==> src/rtl/async_fifo_pkg.sv <==
// Shared types and constants for the async FIFO read-side stream logic.
package async_fifo_pkg;

    localparam int DSIZE_DEF  = 8;
    localparam int SKID_DEPTH = 2;

    typedef enum logic [1:0] {
        OCC_0 = 2'd0,
        OCC_1 = 2'd1,
        OCC_2 = 2'd2
    } occ_e;

endpackage

==> src/rtl/fifo_skid_buf.sv <==
// Two-entry skid buffer: captures FIFO read data at the tail and presents
// the head as a registered valid/data pair.
module fifo_skid_buf
    import async_fifo_pkg::*;
#(
    parameter int DSIZE = DSIZE_DEF
) (
    input  logic             rclk,
    input  logic             rrst_n,
    input  logic             i_capture,
    input  logic             i_pop,
    input  logic             i_flush,
    input  logic [DSIZE-1:0] i_wdata,
    output occ_e             o_occ,
    output logic             o_valid,
    output logic [DSIZE-1:0] o_head
);

    logic [DSIZE-1:0] r_mem [SKID_DEPTH];
    occ_e             r_occ;
    logic             r_head_ptr;
    logic             r_valid;
    logic [DSIZE-1:0] r_head_data;

    logic             w_tail;
    logic             w_head_ptr_next;
    logic             w_valid_next;
    logic [DSIZE-1:0] w_head_data_next;

    // With one entry buffered the tail is the slot after the head; with zero
    // or two it coincides with the head (two only ever captures alongside a pop).
    assign w_tail          = r_head_ptr ^ (r_occ == OCC_1);
    assign w_head_ptr_next = r_head_ptr ^ i_pop;
    assign w_valid_next    = i_capture | (r_occ == OCC_2) | ((r_occ == OCC_1) & ~i_pop);

    always_comb begin
        w_head_data_next = r_mem[w_head_ptr_next];
        if (i_capture && (w_tail == w_head_ptr_next)) begin
            w_head_data_next = i_wdata;
        end
    end

    always_ff @(posedge rclk) begin
        if (i_capture && !i_flush) begin
            r_mem[w_tail] <= i_wdata;
        end
    end

    always_ff @(posedge rclk or negedge rrst_n) begin
        if (!rrst_n) begin
            r_occ       <= OCC_0;
            r_head_ptr  <= 1'b0;
            r_valid     <= 1'b0;
            r_head_data <= '0;
        end else if (i_flush) begin
            r_occ   <= OCC_0;
            r_valid <= 1'b0;
        end else begin
            unique case (r_occ)
                OCC_0:   if (i_capture) r_occ <= OCC_1;
                OCC_1: begin
                    if (i_capture && !i_pop)      r_occ <= OCC_2;
                    else if (!i_capture && i_pop) r_occ <= OCC_0;
                end
                OCC_2:   if (i_pop && !i_capture) r_occ <= OCC_1;
                default: r_occ <= OCC_0;
            endcase
            r_head_ptr  <= w_head_ptr_next;
            r_valid     <= w_valid_next;
            r_head_data <= w_head_data_next;
        end
    end

    assign o_occ   = r_occ;
    assign o_valid = r_valid;
    assign o_head  = r_head_data;

endmodule

==> src/rtl/fifo_rd_stream.sv <==
// Read-side consumer of the async FIFO: pops words into a skid buffer and
// streams them out. Define FIFO_RD_STATS_EN to build the statistics counters.
module fifo_rd_stream
    import async_fifo_pkg::*;
#(
    parameter int DSIZE = DSIZE_DEF,
    parameter int CNT_W = 16
) (
    input  logic             rclk,
    input  logic             rrst_n,
    input  logic             flush,
    input  logic             rempty,
    output logic             rinc,
    input  logic [DSIZE-1:0] rdata,
    output logic             m_valid,
    input  logic             m_ready,
    output logic [DSIZE-1:0] m_data,
    output logic [CNT_W-1:0] pop_cnt,
    output logic [CNT_W-1:0] stall_cnt
);

    logic r_inflight;
    occ_e w_occ;
    logic w_pop;
    logic w_room;

    assign w_pop  = m_valid & m_ready;
    // Buffered plus in-flight words below two leaves room for another pop.
    assign w_room = (w_occ == OCC_0) | ((w_occ == OCC_1) & ~r_inflight);
    assign rinc   = rrst_n & ~rempty & ~flush & (w_room | ((w_occ != OCC_0) & m_ready));

    always_ff @(posedge rclk or negedge rrst_n) begin
        if (!rrst_n) begin
            r_inflight <= 1'b0;
        end else if (flush) begin
            r_inflight <= 1'b0;
        end else begin
            r_inflight <= rinc;
        end
    end

    fifo_skid_buf #(
        .DSIZE (DSIZE)
    ) u_skid (
        .rclk      (rclk),
        .rrst_n    (rrst_n),
        .i_capture (r_inflight),
        .i_pop     (w_pop),
        .i_flush   (flush),
        .i_wdata   (rdata),
        .o_occ     (w_occ),
        .o_valid   (m_valid),
        .o_head    (m_data)
    );

`ifdef FIFO_RD_STATS_EN
    logic [CNT_W-1:0] r_pop_cnt;
    logic [CNT_W-1:0] r_stall_cnt;

    always_ff @(posedge rclk or negedge rrst_n) begin
        if (!rrst_n) begin
            r_pop_cnt   <= '0;
            r_stall_cnt <= '0;
        end else begin
            if (w_pop && !flush && (r_pop_cnt != '1)) begin
                r_pop_cnt <= r_pop_cnt + CNT_W'(1);
            end
            if (m_valid && !m_ready && (r_stall_cnt != '1)) begin
                r_stall_cnt <= r_stall_cnt + CNT_W'(1);
            end
        end
    end

    assign pop_cnt   = r_pop_cnt;
    assign stall_cnt = r_stall_cnt;
`else
    assign pop_cnt   = '0;
    assign stall_cnt = '0;
`endif

endmodule

==> config.mk <==
export PLATFORM = sky130hd
export DESIGN_NAME = fifo_rd_stream
export DESIGN_NICKNAME = d
export VERILOG_FILES = /design/src/rtl/async_fifo_pkg.sv /design/src/rtl/fifo_skid_buf.sv /design/src/rtl/fifo_rd_stream.sv
export SDC_FILE = /design/constraint.sdc
export NUM_CORES = 1
export LEC_CHECK = 0
export BUFFER_PORTS_ARGS = -buffer_cell sky130_fd_sc_hd__buf_2
export CAP_MARGIN = 10
export CORE_UTILIZATION = 35
export CTS_BUF_LIST = sky130_fd_sc_hd__clkbuf_16
export CTS_CLUSTER_SIZE = 24
export DETAILED_ROUTE_END_ITERATION = 12
export HOLD_SLACK_MARGIN = 0.03
export PLACE_DENSITY_LB_ADDON = 0.15
export SETUP_SLACK_MARGIN = 0.3
export SYNTH_ARGS = -nofsm -noshare
export SYNTH_HDL_FRONTEND = slang
export SYNTH_SLANG_ARGS = --single-unit
export TNS_END_PERCENT = 50
==> constraint.sdc <==
create_clock -name rclk -period 3.44 [get_ports rclk]
set_input_delay 0.86 -clock rclk [delete_from_list [all_inputs] [get_ports rclk]]
set_output_delay 0.86 -clock rclk [all_outputs]
set_load 0.005 [all_outputs]
==> summary.txt, run 1 <==
==========================================================================================
H-tree levels                                                                            2
Die H                                                                              66.6 µm
Number of different library cells in the post-synthesis netlist                         26
Largest net degree at the start of global routing                                       16
Area share of the leading cell type in the synthesized netlist                       32.8%
Hold Violations, Final                                                                   0
Number of port buffers                                                                  22
Total non-filler cell area in the finished layout                                 1670 µm²
Data required time at the worst endpoint                                           2.58 ns
Most numerous cell on the critical path                                       sky130_fd_sc_hd__buf_2
X dimension of the die                                                             66.6 µm
Setup bufs post-CTS                                                                      0
# Max-Cap Violations                                                                     0
Psw                                                                             0.000265 W
Internal power of the cells                                                     0.000827 W
Sw frac                                                                              24.3%
Vias                                                                                   845
ANT nets after route                                                                     0
Final Wtd Congestion                                                                 0.799
Sequential share of power                                                            40.1%
Total of cells resized after clock tree synthesis                                        0
Multiplexer share of the synthesized area                                            5.47%
Most area-hungry cell type in the Yosys netlist                               sky130_fd_sc_hd__edfxtp_1
FILL cells                                                                             391
Startpoint Class                                                                input port
Aggregate negative setup slack                                                        0 ns
Clk_skew                                                                        0.00934 ns
RSZ-0062 raised after global routing                                                    no
All-layer global routing usage                                                       13.4%
Area grow syn2layout                                                                 14.5%
Clock edge transition at the registers on the reported setup and hold paths        0.05 ns
CP bufs+invs                                                                             2
Post-route fraction of the period consumed by the critical path                      70.3%
Area of the core                                                                  4000 µm²
Std cell rows                                                                           23
CP Capture Type                                                                 output pin
Clock root buffer                                                             sky130_fd_sc_hd__clkbuf_16
Total CTS buffers                                                                        5
Global route total overflow                                                              0
Violations in the final reports                                               design-rule violations
Number of endpoints failing setup at the final stage                                     0
Number of global-route vias before repair                                              782
Final critical delay including setup and external delays                           2.42 ns
Timing-limited maximum frequency                                                   413 MHz
Dominant combinational cell family by area after synthesis                    buffers and inverters
Clock latency reported for the late side of the worst-skew pair                    0.27 ns
First-iteration detailed-routing DRC count                                              37
Post-DP HPWL                                                                       1890 µm
Pre-Repair DR Iteration Count                                                            8
Layout cells sized above 1                                                           22.8%
Synthesized area per cell                                                         12.5 µm²
Worst min path class                                                          input port to asynchronous set/reset pin
Top cells by area in the synthesized netlist                                  sky130_fd_sc_hd__edfxtp_1, sky130_fd_sc_hd__dfrtp_1, sky130_fd_sc_hd__buf_4, sky130_fd_sc_hd__mux2i_1, sky130_fd_sc_hd__o32ai_1
Die footprint                                                                     4440 µm²
Cell at the slowest stage of the critical path                                sky130_fd_sc_hd__buf_2
Number of I/O pins                                                                      55
ANT cells                                                                                0
Synth Register Bits                                                                     29
Gate count after technology mapping                                                    117
Area of all sequential standard cells                                              806 µm²
Share of the yosys chip area belonging to registers                                  55.1%
WP data arrival                                                                    1.56 ns
Crit Path Class                                                               input port to output pin
Clock Sinks                                                                             29
Hold buffer count at cts                                                                 0
CTS tree                                                                               yes
Wirelength per Cell                                                                13.5 µm
Critical path's top delay family                                              buffers and inverters
Leakage Power                                                                     0.726 nW
Simple-gate share of the synthesized area                                            5.65%
First-pass GRT wire length                                                         4060 µm
Nets                                                                                   157
DR vias/cell                                                                          4.33
Max-slew violation count                                                                 0
Largest incremental delay on the critical path                                     0.29 ns
Max IR drop VDD                                                                 0.000283 V
Biggest fanout along the worst timing path                                              15
Post-placement cell area                                                          1510 µm²
Starting utilization of the core area                                                36.6%
Post-detailed-routing wire length                                                  2640 µm
DRC errors left                                                                          2
Portion of total power attributed to the clock network                               43.3%
Share of total power in combinational logic                                          16.6%
Syn. warnings                                                                            0
Cell area power density                                                         653 nW/µm²
Post-synthesis cell area                                                          1460 µm²
Adder-Cell Fraction of Synth Area                                                       0%
Complex-gate fraction of the synthesized area                                        10.3%
Initial antenna violation count                                                          0
Multi-input gate area in the final layout                                          514 µm²
CP cell instances                                                             buf_2 -> nor4b_1 -> buf_2
Status                                                                        finished, violations left
Longest Clk Path Bufs                                                                    2
Util after Layout                                                                    41.9%
Post-Synth XOR/XNOR Area                                                             5.56%
==========================================================================================
-- placed cells by master, fill, tap and decap left out, types with 2 or more instances in the layout --
cell type / instances
sky130_fd_sc_hd__a21oi_1: 10
sky130_fd_sc_hd__buf_2: 22
sky130_fd_sc_hd__clkbuf_16: 5
sky130_fd_sc_hd__conb_1: 32
sky130_fd_sc_hd__dfrtp_1: 13
sky130_fd_sc_hd__edfxtp_1: 16
sky130_fd_sc_hd__inv_1: 4
sky130_fd_sc_hd__mux2i_1: 8
sky130_fd_sc_hd__nand2_1: 2
sky130_fd_sc_hd__nor2_1: 5
sky130_fd_sc_hd__nor4b_1: 2
sky130_fd_sc_hd__o32ai_1: 8
sky130_fd_sc_hd__xnor2_1: 2
-- through the flow --
step                hold slack (ns)  cells  setup WS, ns  power, W
floorplan                     0.516    148          1.38  0.000587
global placement              0.535    187          1.01  0.000630
detailed placement            0.534    187         0.921  0.000627
CTS                           0.490    195         0.983   0.00110
global route                  0.509    195         0.881   0.00114
finish                        0.482    195          1.02   0.00109
-- flip-flops by register name (all words and copies together), names as in the netlist --
name,cells
u_skid.o_head,8
r_inflight,1
u_skid.o_valid,1
u_skid.o_occ,2
u_skid.r_mem,16
u_skid.r_head_ptr,1
-- cell families (layout without fill, tap and decap cells) --
| kind of cell | count (synthesis) | count (layout) |
|---|---|---|
| AO/OA/AOI/OAI | 22 | 22 |
| multiplexers | 8 | 8 |
| buffers and inverters | 37 | 34 |
| AND/OR/NAND/NOR | 15 | 15 |
| XOR/XNOR | 5 | 5 |
| flip-flops | 29 | 29 |
| other | 1 | 32 |
-- Yosys cell counts --
cell type	number
sky130_fd_sc_hd__nor3_1	1
sky130_fd_sc_hd__o32ai_1	8
sky130_fd_sc_hd__clkbuf_1	2
sky130_fd_sc_hd__dfrtp_1	13
sky130_fd_sc_hd__mux2i_1	8
sky130_fd_sc_hd__nand2_2	1
sky130_fd_sc_hd__inv_1	3
sky130_fd_sc_hd__nor2_1	5
sky130_fd_sc_hd__xnor2_4	1
sky130_fd_sc_hd__xnor2_1	2
sky130_fd_sc_hd__a21oi_1	10
sky130_fd_sc_hd__o21ai_0	1
sky130_fd_sc_hd__and3_1	1
sky130_fd_sc_hd__o21a_1	1
sky130_fd_sc_hd__xor2_1	1
sky130_fd_sc_hd__a21boi_0	1
sky130_fd_sc_hd__nor2b_1	1
sky130_fd_sc_hd__o32a_1	1
sky130_fd_sc_hd__and2_1	1
sky130_fd_sc_hd__conb_1	1
sky130_fd_sc_hd__nor4b_1	2
sky130_fd_sc_hd__edfxtp_1	16
sky130_fd_sc_hd__xor2_4	1
sky130_fd_sc_hd__buf_4	32
sky130_fd_sc_hd__and2b_2	1
sky130_fd_sc_hd__nand2_1	2
-- power by group through the flow --
stage	combinational [W]	clock (W)	sequential [W]
global route	0.000202	0.000500	0.000441
global placement	0.000184	0	0.000446
CTS	0.000183	0.000480	0.000438
floorplan	0.000146	0	0.000441
finish	0.000181	0.000473	0.000439
detailed placement	0.000183	0	0.000444
-- routing by layer --
layer	global-route usage [%]	vias to the layer above	part of all wire, %
met5	0	-	0
met4	7.98	0	1.8
met3	4.45	5	6.5
met2	17.6	36	44
met1	18.7	396	48
li1	-	408	-
-- final cells by class --
cell class                      count  area share (%)
Clock buffer                        5            7.47
Tap cell                           50            3.74
Sequential cell                    29            48.1
Multi-Input combinational cell     82            30.7
Clock inverter                      3            2.24
Inverter                            3           0.673
Timing Repair Buffer               23            7.03
-- worst paths after layout --
path / cells past startpoint / slack [ns] / end / start
worst min-delay path: 1 / 0.48 / u_skid.o_head[5] / rrst_n
worst min register to register: 2 / 0.54 / u_skid.o_head[1] / u_skid.r_mem[1][1]
max in group asynchronous: 1 / 2.71 / u_skid.o_head[2] / rrst_n
min in group rclk: 2 / 0.54 / u_skid.o_head[1] / u_skid.r_mem[1][1]
worst max-delay path: 3 / 1.02 / rinc / rrst_n
worst max register to register: 4 / 1.72 / u_skid.r_mem[1][0] / u_skid.o_occ[0]
(Power assumes the default switching activity.)
==> inputs of run 2 (changes only) <==
==> constraint.sdc (replaced) <==
create_clock -name rclk -period 2.07 [get_ports rclk]
set_input_delay 0.5175 -clock rclk [delete_from_list [all_inputs] [get_ports rclk]]
set_output_delay 0.5175 -clock rclk [all_outputs]
set_load 0.005 [all_outputs]
==> summary.txt, run 2 (same netlist as run 1, synthesis figures left out) <==
==========================================================================================
Hold buffer count at cts                                                                 0   unchanged
Biggest fanout along the worst timing path                                               2   -13
Number of endpoints failing setup at the final stage                                     0   unchanged
Sw frac                                                                              26.5%   +2.3 points
Most common library cell in the layout ignoring fill and taps                 sky130_fd_sc_hd__conb_1
H-tree levels                                                                            2   unchanged
Longest Clk Path Bufs                                                                    2   unchanged
Final Wtd Congestion                                                                 0.760   -4.9%
Post-route fraction of the period consumed by the critical path                      84.0%
Std cell rows                                                                           23   unchanged
Data required time at the worst endpoint                                           1.55 ns   -1.03 ns
Status                                                                        finished, final reports clean
Largest net degree at the start of global routing                                       15   -1
Register with the most flip-flops                                             u_skid.r_mem
Internal power of the cells                                                      0.00126 W   +52%
DRC errors left                                                                          0   -2
CP Capture Type                                                                 output pin
All-layer global routing usage                                                       13.7%   +0.27 points
DR vias/cell                                                                          4.46   +2.9%
Final worst slack                                                                 0.331 ns   -0.690 ns
CTS tree                                                                               yes
Share of total power in combinational logic                                          18.7%   +2.1 points
Total design power                                                               0.00171 W   +57%
Commonest cells after routing, fill and taps aside                            sky130_fd_sc_hd__conb_1, sky130_fd_sc_hd__buf_2, sky130_fd_sc_hd__edfxtp_1, sky130_fd_sc_hd__dfrtp_1, sky130_fd_sc_hd__a21oi_1
CP bufs+invs                                                                             1   -1
Number of flip-flops under the largest register name                                    16   unchanged
First-pass GRT wire length                                                         4110 µm   +1.2%
Area grow syn2layout                                                                 16.3%
CP cell instances                                                             a21oi_1 -> nor2_1 -> nor4b_2 -> buf_2
Util after Layout                                                                    42.5%   +0.69 points
Met1 usage                                                                           17.2%   -1.5 points
Post-DP HPWL                                                                       1960 µm   +3.6%
Total CTS buffers                                                                        5   unchanged
RSZ-0062 raised after global routing                                                   yes
Clock root buffer                                                             sky130_fd_sc_hd__clkbuf_16
Leakage Power                                                                     0.742 nW   +2.2%
Timing-limited maximum frequency                                                   575 MHz
Die footprint                                                                     4440 µm²   unchanged
Clock edge transition at the registers on the reported setup and hold paths        0.05 ns   about the same
Psw                                                                             0.000454 W   +71%
Grt met2 use                                                                         18.9%   +1.4 points
Final critical delay including setup and external delays                           1.74 ns
Portion of total power attributed to the clock network                               38.9%   -4.4 points
ANT nets after route                                                                     0   unchanged
Aggregate negative setup slack                                                        0 ns   unchanged
FILL cells                                                                             395   +1.0%
Cell at the slowest stage of the critical path                                sky130_fd_sc_hd__dfrtp_2
Post-detailed-routing wire length                                                  2710 µm   +2.8%
Global route total overflow                                                              0   unchanged
Clock Sinks                                                                             29   unchanged
Crit Path Class                                                               register to output pin
Pre-Repair DR Iteration Count                                                            4   -4
Area of the core                                                                  4000 µm²   unchanged
Sequential share of power                                                            42.4%   +2.3 points
Vias                                                                                   896   +6.0%
Max-slew violation count                                                                 0   unchanged
Critical path's top delay family                                                flip-flops
Max IR drop VDD                                                                 0.000323 V   +14%
Wirelength per Cell                                                                13.5 µm   -0.23%
Clock latency reported for the late side of the worst-skew pair                    0.27 ns   about the same
GRT Max-Usage Layer                                                                   met2
ANT cells                                                                                0   unchanged
X dimension of the die                                                             66.6 µm   unchanged
Final Non-Filler Cells                                                                 201   +3.1%
Largest incremental delay on the critical path                                     0.39 ns   +0.10 ns
Met3 Use GR                                                                          7.19%   +2.7 points
Number of global-route vias before repair                                              800   +2.3%
Cell area power density                                                        1010 nW/µm²   +54%
Setup slack at placement                                                          0.272 ns   -0.649 ns
Worst min path class                                                          input port to asynchronous set/reset pin
# Max-Cap Violations                                                                     0   unchanged
Nets                                                                                   163   +3.8%
Post-Place Cells                                                                       192   +2.7%
First-iteration detailed-routing DRC count                                              51   +38%
Startpoint Class                                                                  register
Layout cells sized above 1                                                           27.2%   +4.4 points
Die H                                                                              66.6 µm   unchanged
Initial antenna violation count                                                          0   unchanged
Number of I/O pins                                                                      55   unchanged
Starting utilization of the core area                                                36.6%   unchanged
WP data arrival                                                                    1.22 ns   -0.34 ns
Hold Violations, Final                                                                   0   unchanged
Number of port buffers                                                                  22   unchanged
Clk_skew                                                                        0.00299 ns   -0.00635 ns
==========================================================================================
==> run 2: layout make-up <==
cell class | instances | area [µm²] | area share, %
tap | 50 | 62.6 | 3.68
timing repair buffer | 29 | 163 | 9.56
clock buffer | 5 | 125 | 7.35
multi-input combinational | 82 | 520 | 30.6
inverter | 3 | 11.3 | 0.662
sequential | 29 | 807 | 47.4
clock inverter | 3 | 12.5 | 0.735
==> run 2: path summary, 6_finish.rpt <==
path                                         start            endpoint  slack, ns  cells past startpoint
worst min-delay path                        rrst_n    u_skid.o_head[0]       0.18                      2
worst min register to register  u_skid.r_mem[0][2]    u_skid.o_head[2]       0.57                      2
min in group rclk                           rempty          r_inflight       0.42                      2
max in group asynchronous                   rrst_n          r_inflight       1.71                      2
worst max register to register     u_skid.o_occ[1]  u_skid.r_mem[0][7]       0.40                      3
worst max-delay path                    r_inflight                rinc       0.33                      4
==> run 2: through the flow <==
| stage | hold slack (ns) | instance area (µm²) |
|---|---|---|
| floorplan | 0.222 | 1580 |
| global placement | 0.469 | 1550 |
| detailed placement | 0.472 | 1550 |
| CTS | 0.184 | 1700 |
| global route | 0.194 | 1700 |
| finish | 0.182 | 1700 |
==> run 2: timing repair <==
item,in CTS,in global routing
endpoints found under the hold margin,0,0
setup buffers,1,0
pin swaps,0,1
setup endpoints to repair,1,1
cloned,0,0
gates resized for setup,1,1
==> run 2: metal layers <==
| layer | share of wire [%] | up-vias |
|---|---|---|
| li1 | - | 425 |
| met2 | 48 | 35 |
| met1 | 42 | 431 |
| met5 | 0 | - |
| met3 | 7.6 | 5 |
| met4 | 1.9 | 0 |
==> run 2: power by group through the flow <==
| stage | logic (W) | clock network [W] | registers [W] |
|---|---|---|---|
| after floorplan | 0.000242 | 0 | 0.000733 |
| after CTS | 0.000323 | 0.000673 | 0.000728 |
| after global placement | 0.000313 | 0 | 0.000739 |
| final | 0.000320 | 0.000665 | 0.000726 |
| after detailed placement | 0.000318 | 0 | 0.000738 |
| after global routing | 0.000351 | 0.000706 | 0.000733 |
